[config.mk]
export PLATFORM = sky130hd
export DESIGN_NAME = ad9866_spi_sequencer_flat
export DESIGN_NICKNAME = d
export VERILOG_FILES = /design/src/rtl/ad9866_spi_sequencer_if.sv /design/src/rtl/ad9866_spi_sequencer.sv /design/src/flat_wrapper.sv
export SDC_FILE = /design/constraint.sdc
export NUM_CORES = 1
export LEC_CHECK = 0
export CAP_MARGIN = 20
export CORE_MARGIN = 2
export CORE_UTILIZATION = 40
export CTS_CLUSTER_SIZE = 14
export DETAILED_ROUTE_END_ITERATION = 10
export PLACE_DENSITY = 0.65
export SYNTH_ARGS = -nofsm -noshare
export SYNTH_HDL_FRONTEND = slang
export SYNTH_SLANG_ARGS = --single-unit
[constraint.sdc]
create_clock -name ad9866spiclk -period 3.4 [get_ports ad9866spiclk]
set_input_delay 0.68 -clock ad9866spiclk [delete_from_list [all_inputs] [get_ports ad9866spiclk]]
set_output_delay 0.68 -clock ad9866spiclk [all_outputs]
set_load 0.1 [all_outputs]
[src/rtl/ad9866_spi_sequencer_if.sv]
// ad9866_spi_sequencer_if: host and gain write-request handshakes into the AD9866 SPI sequencer
interface ad9866_spi_sequencer_if;
   logic       cmd_req;
   logic [5:0] cmd_addr;
   logic [7:0] cmd_data;
   logic       cmd_ack;
   logic       gain_req;
   logic [5:0] gain_val;
   logic       gain_ack;
   modport master (output cmd_req, cmd_addr, cmd_data, gain_req, gain_val, input cmd_ack, gain_ack);
   modport slave  (input cmd_req, cmd_addr, cmd_data, gain_req, gain_val, output cmd_ack, gain_ack);
endinterface

[src/rtl/ad9866_spi_sequencer.sv]
// ad9866_spi_sequencer: pulses the AD9866 reset pin, writes the init table, then serialises
// host and RX gain register writes (round-robin) onto the 3-wire SPI port.
module ad9866_spi_sequencer #(
   parameter int SCLK_DIV = 4,
   parameter int RST_CYCLES = 1024,
   parameter int WAIT_CYCLES = 4096,
   parameter int GAP_CYCLES = 8,
   parameter int INIT_N = 4,
   parameter logic [14*INIT_N-1:0] INIT_TABLE = '0,
   parameter logic [5:0] GAIN_ADDR = 6'h09
) (
   input  logic ad9866spiclk,
   input  logic rst_n,
   ad9866_spi_sequencer_if.slave bus,
   output logic init_done,
   output logic busy,
   output logic ad9866_rst_n,
   output logic ad9866_sclk,
   output logic ad9866_sdio,
   output logic ad9866_sen_n
);
   localparam int M1 = RST_CYCLES > WAIT_CYCLES ? RST_CYCLES : WAIT_CYCLES;
   localparam int M2 = GAP_CYCLES > 2*SCLK_DIV ? GAP_CYCLES : 2*SCLK_DIV;
   localparam int CW = $clog2((M1 > M2 ? M1 : M2) + 1);
   localparam logic [CW-1:0] RST_END = CW'(RST_CYCLES - 1);
   localparam logic [CW-1:0] WAIT_END = CW'(WAIT_CYCLES - 1);
   localparam logic [CW-1:0] GAP_END = CW'(GAP_CYCLES - 1);
   localparam logic [CW-1:0] HALF = CW'(SCLK_DIV);
   localparam logic [CW-1:0] HALF_END = CW'(SCLK_DIV - 1);
   localparam logic [CW-1:0] BIT_END = CW'(2*SCLK_DIV - 1);
   localparam logic [3:0] LAST_IDX = 4'(INIT_N - 1);

   typedef enum logic [2:0] {RST_HOLD, RST_WAIT, LOAD, SHIFT, GAP, IDLE} state_t;
   typedef enum logic [1:0] {SRC_INIT, SRC_CMD, SRC_GAIN} src_t;

   state_t state, state_n;
   src_t src, src_n;
   logic [CW-1:0] cnt, cnt_n;
   logic [4:0] bn, bn_n;
   logic [15:0] sr, sr_n, frame;
   logic [3:0] idx, idx_n;
   logic last_gain, last_gain_n, done_n, live;

   always_ff @(posedge ad9866spiclk or negedge rst_n) begin
      if (!rst_n) begin
         state <= RST_HOLD;
         src <= SRC_INIT;
         cnt <= '0;
         bn <= '0;
         sr <= '0;
         idx <= '0;
         last_gain <= 1'b0;
         init_done <= 1'b0;
      end else begin
         state <= state_n;
         src <= src_n;
         cnt <= cnt_n;
         bn <= bn_n;
         sr <= sr_n;
         idx <= idx_n;
         last_gain <= last_gain_n;
         init_done <= done_n;
      end
   end

   // A host/gain request that was dropped between arbitration and LOAD is not "live": no frame, no ack.
   always_comb begin
      live = src == SRC_INIT || (src == SRC_CMD && bus.cmd_req) || (src == SRC_GAIN && bus.gain_req);
      frame = src == SRC_INIT ? {2'b00, INIT_TABLE[14*idx +: 14]} :
              src == SRC_CMD  ? {2'b00, bus.cmd_addr, bus.cmd_data} :
                                {2'b00, GAIN_ADDR, 2'b01, bus.gain_val};
   end

   always_comb begin
      state_n = state;
      src_n = src;
      cnt_n = cnt + 1'b1;
      bn_n = bn;
      sr_n = sr;
      idx_n = idx;
      last_gain_n = last_gain;
      done_n = init_done;
      case (state)
         RST_HOLD: if (cnt == RST_END) begin
            state_n = RST_WAIT;
            cnt_n = '0;
         end
         RST_WAIT: if (cnt == WAIT_END) begin
            state_n = LOAD;
            cnt_n = '0;
            src_n = SRC_INIT;
            idx_n = '0;
         end
         LOAD: begin
            cnt_n = '0;
            bn_n = '0;
            sr_n = frame;
            state_n = live ? SHIFT : IDLE;
            last_gain_n = (live && src != SRC_INIT) ? src == SRC_GAIN : last_gain;
         end
         // bn 0..15 are data bits; bn 16 is the trailing low half-period before GAP
         SHIFT: if (bn == 5'd16) begin
            if (cnt == HALF_END) begin
               state_n = GAP;
               cnt_n = '0;
            end
         end else if (cnt == BIT_END) begin
            cnt_n = '0;
            bn_n = bn + 1'b1;
            sr_n = {sr[14:0], 1'b0};
         end
         GAP: if (cnt == GAP_END) begin
            cnt_n = '0;
            if (src == SRC_INIT && idx != LAST_IDX) begin
               idx_n = idx + 1'b1;
               state_n = LOAD;
            end else begin
               done_n = init_done | (src == SRC_INIT);
               state_n = IDLE;
            end
         end
         IDLE: begin
            cnt_n = '0;
            if (bus.cmd_req || bus.gain_req) begin
               state_n = LOAD;
               src_n = (bus.gain_req && (!bus.cmd_req || !last_gain)) ? SRC_GAIN : SRC_CMD;
            end
         end
         default: state_n = RST_HOLD;
      endcase
   end

   assign bus.cmd_ack = state == LOAD && src == SRC_CMD && bus.cmd_req;
   assign bus.gain_ack = state == LOAD && src == SRC_GAIN && bus.gain_req;
   assign busy = state != IDLE;
   assign ad9866_rst_n = state != RST_HOLD;
   assign ad9866_sen_n = !((state == LOAD && live) || state == SHIFT);
   assign ad9866_sclk = state == SHIFT && bn != 5'd16 && cnt >= HALF;
   assign ad9866_sdio = state == LOAD ? frame[15] & live : state == SHIFT ? sr[15] : 1'b0;
endmodule

[src/flat_wrapper.sv]
// flat-port wrapper written by rule: the top's interface ports become plain ports
module ad9866_spi_sequencer_flat 
#(
   parameter int SCLK_DIV = 4,
   parameter int RST_CYCLES = 1024,
   parameter int WAIT_CYCLES = 4096,
   parameter int GAP_CYCLES = 8,
   parameter int INIT_N = 4,
   parameter logic [14*INIT_N-1:0] INIT_TABLE = '0,
   parameter logic [5:0] GAIN_ADDR = 6'h09
)
  (ad9866spiclk, rst_n, init_done, busy, ad9866_rst_n, ad9866_sclk, ad9866_sdio, ad9866_sen_n, bus_cmd_req, bus_cmd_addr, bus_cmd_data, bus_gain_req, bus_gain_val, bus_cmd_ack, bus_gain_ack);
  ad9866_spi_sequencer_if bus_i ();
  input  logic ad9866spiclk;
  input  logic rst_n;
  output logic init_done;
  output logic busy;
  output logic ad9866_rst_n;
  output logic ad9866_sclk;
  output logic ad9866_sdio;
  output logic ad9866_sen_n;
  input wire logic [$bits(bus_i.cmd_req)-1:0] bus_cmd_req;
  input wire logic [$bits(bus_i.cmd_addr)-1:0] bus_cmd_addr;
  input wire logic [$bits(bus_i.cmd_data)-1:0] bus_cmd_data;
  input wire logic [$bits(bus_i.gain_req)-1:0] bus_gain_req;
  input wire logic [$bits(bus_i.gain_val)-1:0] bus_gain_val;
  output wire logic [$bits(bus_i.cmd_ack)-1:0] bus_cmd_ack;
  output wire logic [$bits(bus_i.gain_ack)-1:0] bus_gain_ack;
  assign bus_i.cmd_req = bus_cmd_req;
  assign bus_i.cmd_addr = bus_cmd_addr;
  assign bus_i.cmd_data = bus_cmd_data;
  assign bus_i.gain_req = bus_gain_req;
  assign bus_i.gain_val = bus_gain_val;
  assign bus_cmd_ack = bus_i.cmd_ack;
  assign bus_gain_ack = bus_i.gain_ack;
  ad9866_spi_sequencer #(.SCLK_DIV(SCLK_DIV), .RST_CYCLES(RST_CYCLES), .WAIT_CYCLES(WAIT_CYCLES), .GAP_CYCLES(GAP_CYCLES), .INIT_N(INIT_N), .INIT_TABLE(INIT_TABLE), .GAIN_ADDR(GAIN_ADDR)) u_core (.ad9866spiclk(ad9866spiclk), .rst_n(rst_n), .bus(bus_i), .init_done(init_done), .busy(busy), .ad9866_rst_n(ad9866_rst_n), .ad9866_sclk(ad9866_sclk), .ad9866_sdio(ad9866_sdio), .ad9866_sen_n(ad9866_sen_n));
endmodule
==> results.yml, run 1 <==
timing:
  setup-violations-final: 0
  final.setup.tns_ns: 0
  slew-limit-headroom_pct: 43.6
  clock-skew-final_ns: 0.00691
  worstMarginPinSlew_ns: 0.834
  period_share_pct: 87.3
  slew_violations: 0
  rsz0062_at_grt: "no"
  hold_viol: 0
  fin_crit_ns: 2.97
  fmax_ghz: 0.337
layout:
  fin_nets: 337
  design_area_um2: 3050
  final_cell_count_no_fill: 385
  area_growth_pct: 18.7
  n_antenna_cell: 0
  fill_cells: 592
  ff_latch_area_um2: 1130
  layout-drive-gt1-share_pct: 12.7
  multi_input_area_um2: 1350
  fin_util_pct: 48.6
die:
  fp-row-count: 29
  core-area_um2: 6280
  die_w_um: 84.2
  ios: 32
  dieArea_um2: 7090
  die_h_um: 84.2
  start_util_pct: 41.0
setup_path:
  crit_required_ns: 2.72
  cpMostUsedCell: "or4_4"
  start_kind: "flop"
  crit_chain: "or4_4 -> or4_4 -> nor2_1 -> nor3_2 -> buf_4"
  cp_max_fo: 6
  end_kind: "primary output"
  arrival_ns: 2.29
  cp_top_family: "simple AND/OR/NAND/NOR gates"
  cpMaxStageDelayCell: "or4_4"
  slowest_delay_ns: 0.56
  critPathBufInv: 1
  path_class: "reg -> out"
synthesis:
  yosysMostFrequentCell: "dfrtp_1"
  synth_top_area_cell: "dfrtp_1"
  async_flop_share_pct: 100
  yosysSeqAreaShare_pct: 43.8
  syn_area_um2: 2570
  synth-edff-count: 0
  synth_nets: 309
  syn_area_per_cell_um2: 9.18
  netlist_top_cells_area: "dfrtp_1 44%, nor2_1 4.1%, nand2_1 3.6%"
  netlist_instances: 280
  synth_top_flop_cell: "dfrtp_1"
  yosys_register_bits: 45
  yosys.area.top_type_share_pct: 43.8
  ys_types: 58
  yosys_warnings: 0
  ys_top_cells_by_count: "45 x dfrtp_1, 28 x nor2_1, 25 x nand2_1"
global_route:
  grtUsageTotal_pct: 16.3
  antenna_found_initial: 0
  grt_max_degree: 46
  grt_pass1_vias: 2045
  overflow: 0
  grt_pass1_wl_um: 9490
pwr:
  leakagePower_uw: 0.00131
  internal_power_uw: 1210
  pwr-share-clk_pct: 15.6
  power_uw: 2120
  peakVddDrop_mv: 0.279
  switching_share_pct: 42.9
  power.density_nw_per_um2: 696
  power_frac_comb_pct: 43.4
  seqPwrFrac_pct: 41.0
  switchingPower_uw: 912
place:
  place_inst: 377
  placed_cell_area_um2: 2940
  dp_hpwl_um: 4000
  place.port_buffers: 31
  gp_congestion: 0.834
clock_tree:
  cts_tree: "built"
  postCtsHoldBufs: 0
  cts_setup_buffers: 0
  cts-root-buf: "clkbuf_8"
  cts_max_level: 2
  clkLatencyLatePin_ns: 0.30
  cts_buffers: 5
  post_cts_resized: 0
  cts_sinks: 45
  clk_pin_slew_ns: 0.08
  clk_path_buf_depth: 2
route:
  firstDrtPassIters: 4
  drt_iter0_markers: 107
  via_count: 2110
  wire_per_inst_um: 14.7
  viasPerCell: 5.48
  drc: 0
  drt_wl_total_um: 5670
  postRouteAntennaNets: 0
run:
  drv_cap: 0
worst_hold_path:
  hold_path.class: "in -> async"
run_status:
  status: "finished, final reports clean"
[stage by stage]
| stage | setup slack [ns] | hold WS [ns] |
|---|---|---|
| final | 0.430 | 0.385 |
| after global routing | 0.361 | 0.421 |
| after CTS | 0.414 | 0.482 |
| after floorplan | 0.331 | 0.384 |
| after detailed placement | 0.747 | 0.463 |
| after global placement | 0.778 | 0.452 |
[registers in the layout, indices dropped and copies added (netlist names)]
register          flops
u_core.bn             5
u_core.cnt           13
u_core.sr            16
u_core.last_gain      1
u_core.idx            4
u_core.src            2
u_core.init_done      1
u_core.state          3
[cell families after synthesis]
group	Yosys count	synth area share, %
adder cells (fa/ha/maj)	5	2.43
flip-flops	45	43.8
AO/OA/AOI/OAI	73	18.9
multiplexers	2	0.876
AND/OR/NAND/NOR	119	25.5
XOR/XNOR	13	4.43
buffers and inverters	23	4.09
[layout by cell type, fill, tap and decap left out, types with 4 or more instances in the layout]
cell and count:
a221o_1 5, buf_4 10, nand2_1 25, clkbuf_8 6, xnor2_1 4, inv_1 8
nand3_1 14, o21ai_2 6, and3_1 8, o21ai_1 7, o21ai_0 18, nand4_1 4
ha_1 5, dfrtp_1 45, nor2b_1 5, or3_1 6, xor2_1 9, clkdlybuf4s50_1 22
a21oi_1 18, nor3_1 4, nor2_1 28
[routing by layer]
layer  track usage [%]  share of wire (%)  wire length (um)
met5                 0                  0                 0
met4              7.04                1.9               106
met3              4.13                5.2               295
met2              25.8                 46              2600
met1              21.1                 47              2670
[layout make-up]
| class | count | area share, % |
|---|---|---|
| multi-input combinational | 212 | 44.1 |
| sequential | 45 | 36.9 |
| timing repair buffer | 36 | 12.1 |
| tap | 77 | 3.16 |
| clock buffer | 7 | 2.83 |
| inverter | 8 | 0.984 |
[worst paths after layout]
check	from	to	slack (ns)	depth (start not counted)
max	u_core.cnt[5]$_DFF_PN0_	ad9866_sclk	0.43	5
min	rst_n	u_core.sr[3]$_DFFE_PN0P_	0.38	1
max reg2reg	u_core.cnt[0]$_DFF_PN0_	u_core.idx[3]$_DFFE_PN0P_	0.87	6
min reg2reg	u_core.init_done$_DFFE_PN0P_	u_core.init_done$_DFFE_PN0P_	0.47	1
max in group asynchronous	rst_n	u_core.cnt[8]$_DFF_PN0_	2.50	2
min in group ad9866spiclk	u_core.init_done$_DFFE_PN0P_	u_core.init_done$_DFFE_PN0P_	0.47	1
[power groups by stage]
stage,clock network (uW),registers (uW),logic (uW)
2_1_floorplan,0,750,821
3_3_place_gp,0,871,914
3_5_place_dp,0,877,925
4_1_cts,343,867,927
5_1_grt,361,896,1020
6_report,331,871,923
No activity file was read; power rests on OpenSTA's default activity.
==> inputs of run 2 (changes only) <==
Settings changed: CORE_MARGIN 2 to 4, MAX_ROUTING_LAYER from default to met4.
==> run 2 against run 1 <==
Wire length is the same; sequential share of layout area shrank 0.39 points; fmax grew 0.85%; clock skew shrank 0.00077 ns; setup slack gained 0.025 ns; count of clock-buffer cells in the layout is the same; utilization grew 2.3 points; die area grew 9.7%; worst hold slack lost 0.20 ns; power grew 4.2%; global-route usage grew 0.38 points; critical path type unchanged; largest cell class unchanged; highest routed layer unchanged.
==> results.yml, run 2 (synthesized netlist as in run 1, its figures left out) <==
place:
  pre_cts_ws_ns: 0.732
  gp_congestion: 0.779
  place.port_buffers: 31
  placed_cell_area_um2: 2950
  dp_hpwl_um: 4090
  place_inst: 375
route:
  viasPerCell: 5.58
  highest_layer: "met4"
  firstDrtPassIters: 4
  drc: 0
  postRouteAntennaNets: 0
  via_count: 2142
  drt-met1-wl_um: 2630
  drt_wl_total_um: 5670
  wl_met2_um: 2740
  drt_iter0_markers: 102
  met3_length_um: 225
  wire_per_inst_um: 14.8
pwr:
  leakagePower_uw: 0.00133
  power.density_nw_per_um2: 718
  peakVddDrop_mv: 0.533
timing:
  holdWs_ns: 0.183
  fmax_ghz: 0.340
  fin_ws_ns: 0.455
  clock-skew-final_ns: 0.00614
  final.setup.tns_ns: 0
  setup-violations-final: 0
  hold_viol: 0
  fin_crit_ns: 2.94
  worstMarginPinSlew_ns: 0.780
  period_share_pct: 86.6
  rsz0062_at_grt: "no"
  slew-limit-headroom_pct: 47.3
  slew_violations: 0
setup_path:
  arrival_ns: 2.26
  cpMostUsedCell: "or4_4"
  end_kind: "primary output"
  cpMaxStageDelayCell: "or4_4"
  path_class: "reg -> out"
  slowest_delay_ns: 0.57
  crit_required_ns: 2.72
  cp_max_fo: 6
  start_kind: "flop"
  crit_chain: "or4_4 -> or4_4 -> nor2_1 -> nor3_2 -> buf_12"
layout:
  area_growth_pct: 20.0
  top_register: "u_core.sr"
  largestRegisters: "u_core.sr x16, u_core.cnt x13, u_core.bn x5"
  fin_nets: 337
  n_antenna_cell: 0
  design_area_um2: 3080
  layout-drive-gt1-share_pct: 12.9
  final_cell_count_no_fill: 384
  layout_commonest_cell: "dfrtp_1"
  largest_reg_flops: 16
  final_cell_mix: "45 x dfrtp_1, 28 x nor2_1, 25 x nand2_1, 22 x clkdlybuf4s50_1"
global_route:
  antenna_found_initial: 0
  grtUsageTotal_pct: 16.7
  grt_max_degree: 46
  overflow: 0
  grt_pass1_vias: 2142
  grt_pass1_wl_um: 9920
die:
  dieArea_um2: 7770
  fp-row-count: 28
  start_util_pct: 42.4
  die_w_um: 88.2
  die_h_um: 88.2
  ios: 32
  core-area_um2: 6060
clock_tree:
  postCtsHoldBufs: 0
  cts_tree: "built"
  clkLatencyLatePin_ns: 0.30
  cts_sinks: 45
  post_cts_resized: 0
  cts-root-buf: "clkbuf_8"
  cts_buffers: 5
  clk_pin_slew_ns: 0.09
  cts_max_level: 2
  clk_path_buf_depth: 2
  cts_setup_buffers: 0
worst_hold_path:
  hold_path.class: "in -> async"
run:
  drv_cap: 0
run_status:
  status: "finished, final reports clean"
-- run 2: cell count changes in the layout (fill, tap and decap cells not counted), sizes merged --
cell,change
bufinv,+1
-- run 2: critical path, delay by kind of cell (launching register included) --
family                 cells  cell delay, ns
buffers and inverters      1            0.21
DFF                        1            0.44
and+or+nand+nor            4            1.31
-- run 2: final cells by class --
type	instances	area (um2)
fillers	593	2980
multi-input cells	212	1350
flip-flops and latches	45	1130
repair buffers	36	373
well taps	75	93.8
clock buffers	7	86.3
clock inverters	1	30.0
inverters	8	30.0
-- run 2: report_power, final --
part	leakage [uW]	switching (uW)	internal, uW
sequential	0.000581	189	674
clock	0.0000585	187	240
combinational	0.000689	544	380
-- run 2: path summary, 6_finish.rpt --
kind                                         startpoint                      endpoint  slack (ns)  cells past startpoint
setup / recovery                u_core.cnt[5]$_DFF_PN0_                   ad9866_sclk        0.46                      5
hold / removal                                    rst_n      u_core.sr[5]$_DFFE_PN0P_        0.18                      1
setup reg to reg                u_core.cnt[0]$_DFF_PN0_     u_core.idx[3]$_DFFE_PN0P_        0.88                      6
hold reg to reg            u_core.init_done$_DFFE_PN0P_  u_core.init_done$_DFFE_PN0P_        0.47                      1
max in group asynchronous                         rst_n      u_core.cnt[10]$_DFF_PN0_        2.79                      2
min in group ad9866spiclk  u_core.init_done$_DFFE_PN0P_  u_core.init_done$_DFFE_PN0P_        0.47                      1
-- run 2: routing by layer --
| metal | up-vias | global-route usage [%] |
|---|---|---|
| met4 | 0 | 5.22 |
| met2 | 32 | 27.2 |
| met1 | 1038 | 20.4 |
| met5 | - | - |
| met3 | 6 | 3.86 |
| li1 | 1066 | - |
-- run 2: stage by stage --
stage	power (uW)	util [%]
4_1_cts	2230	50.6
6_report	2210	50.9
2_1_floorplan	1570	-
3_3_place_gp	1790	48.6
5_1_grt	2390	50.9
3_5_place_dp	1800	48.6
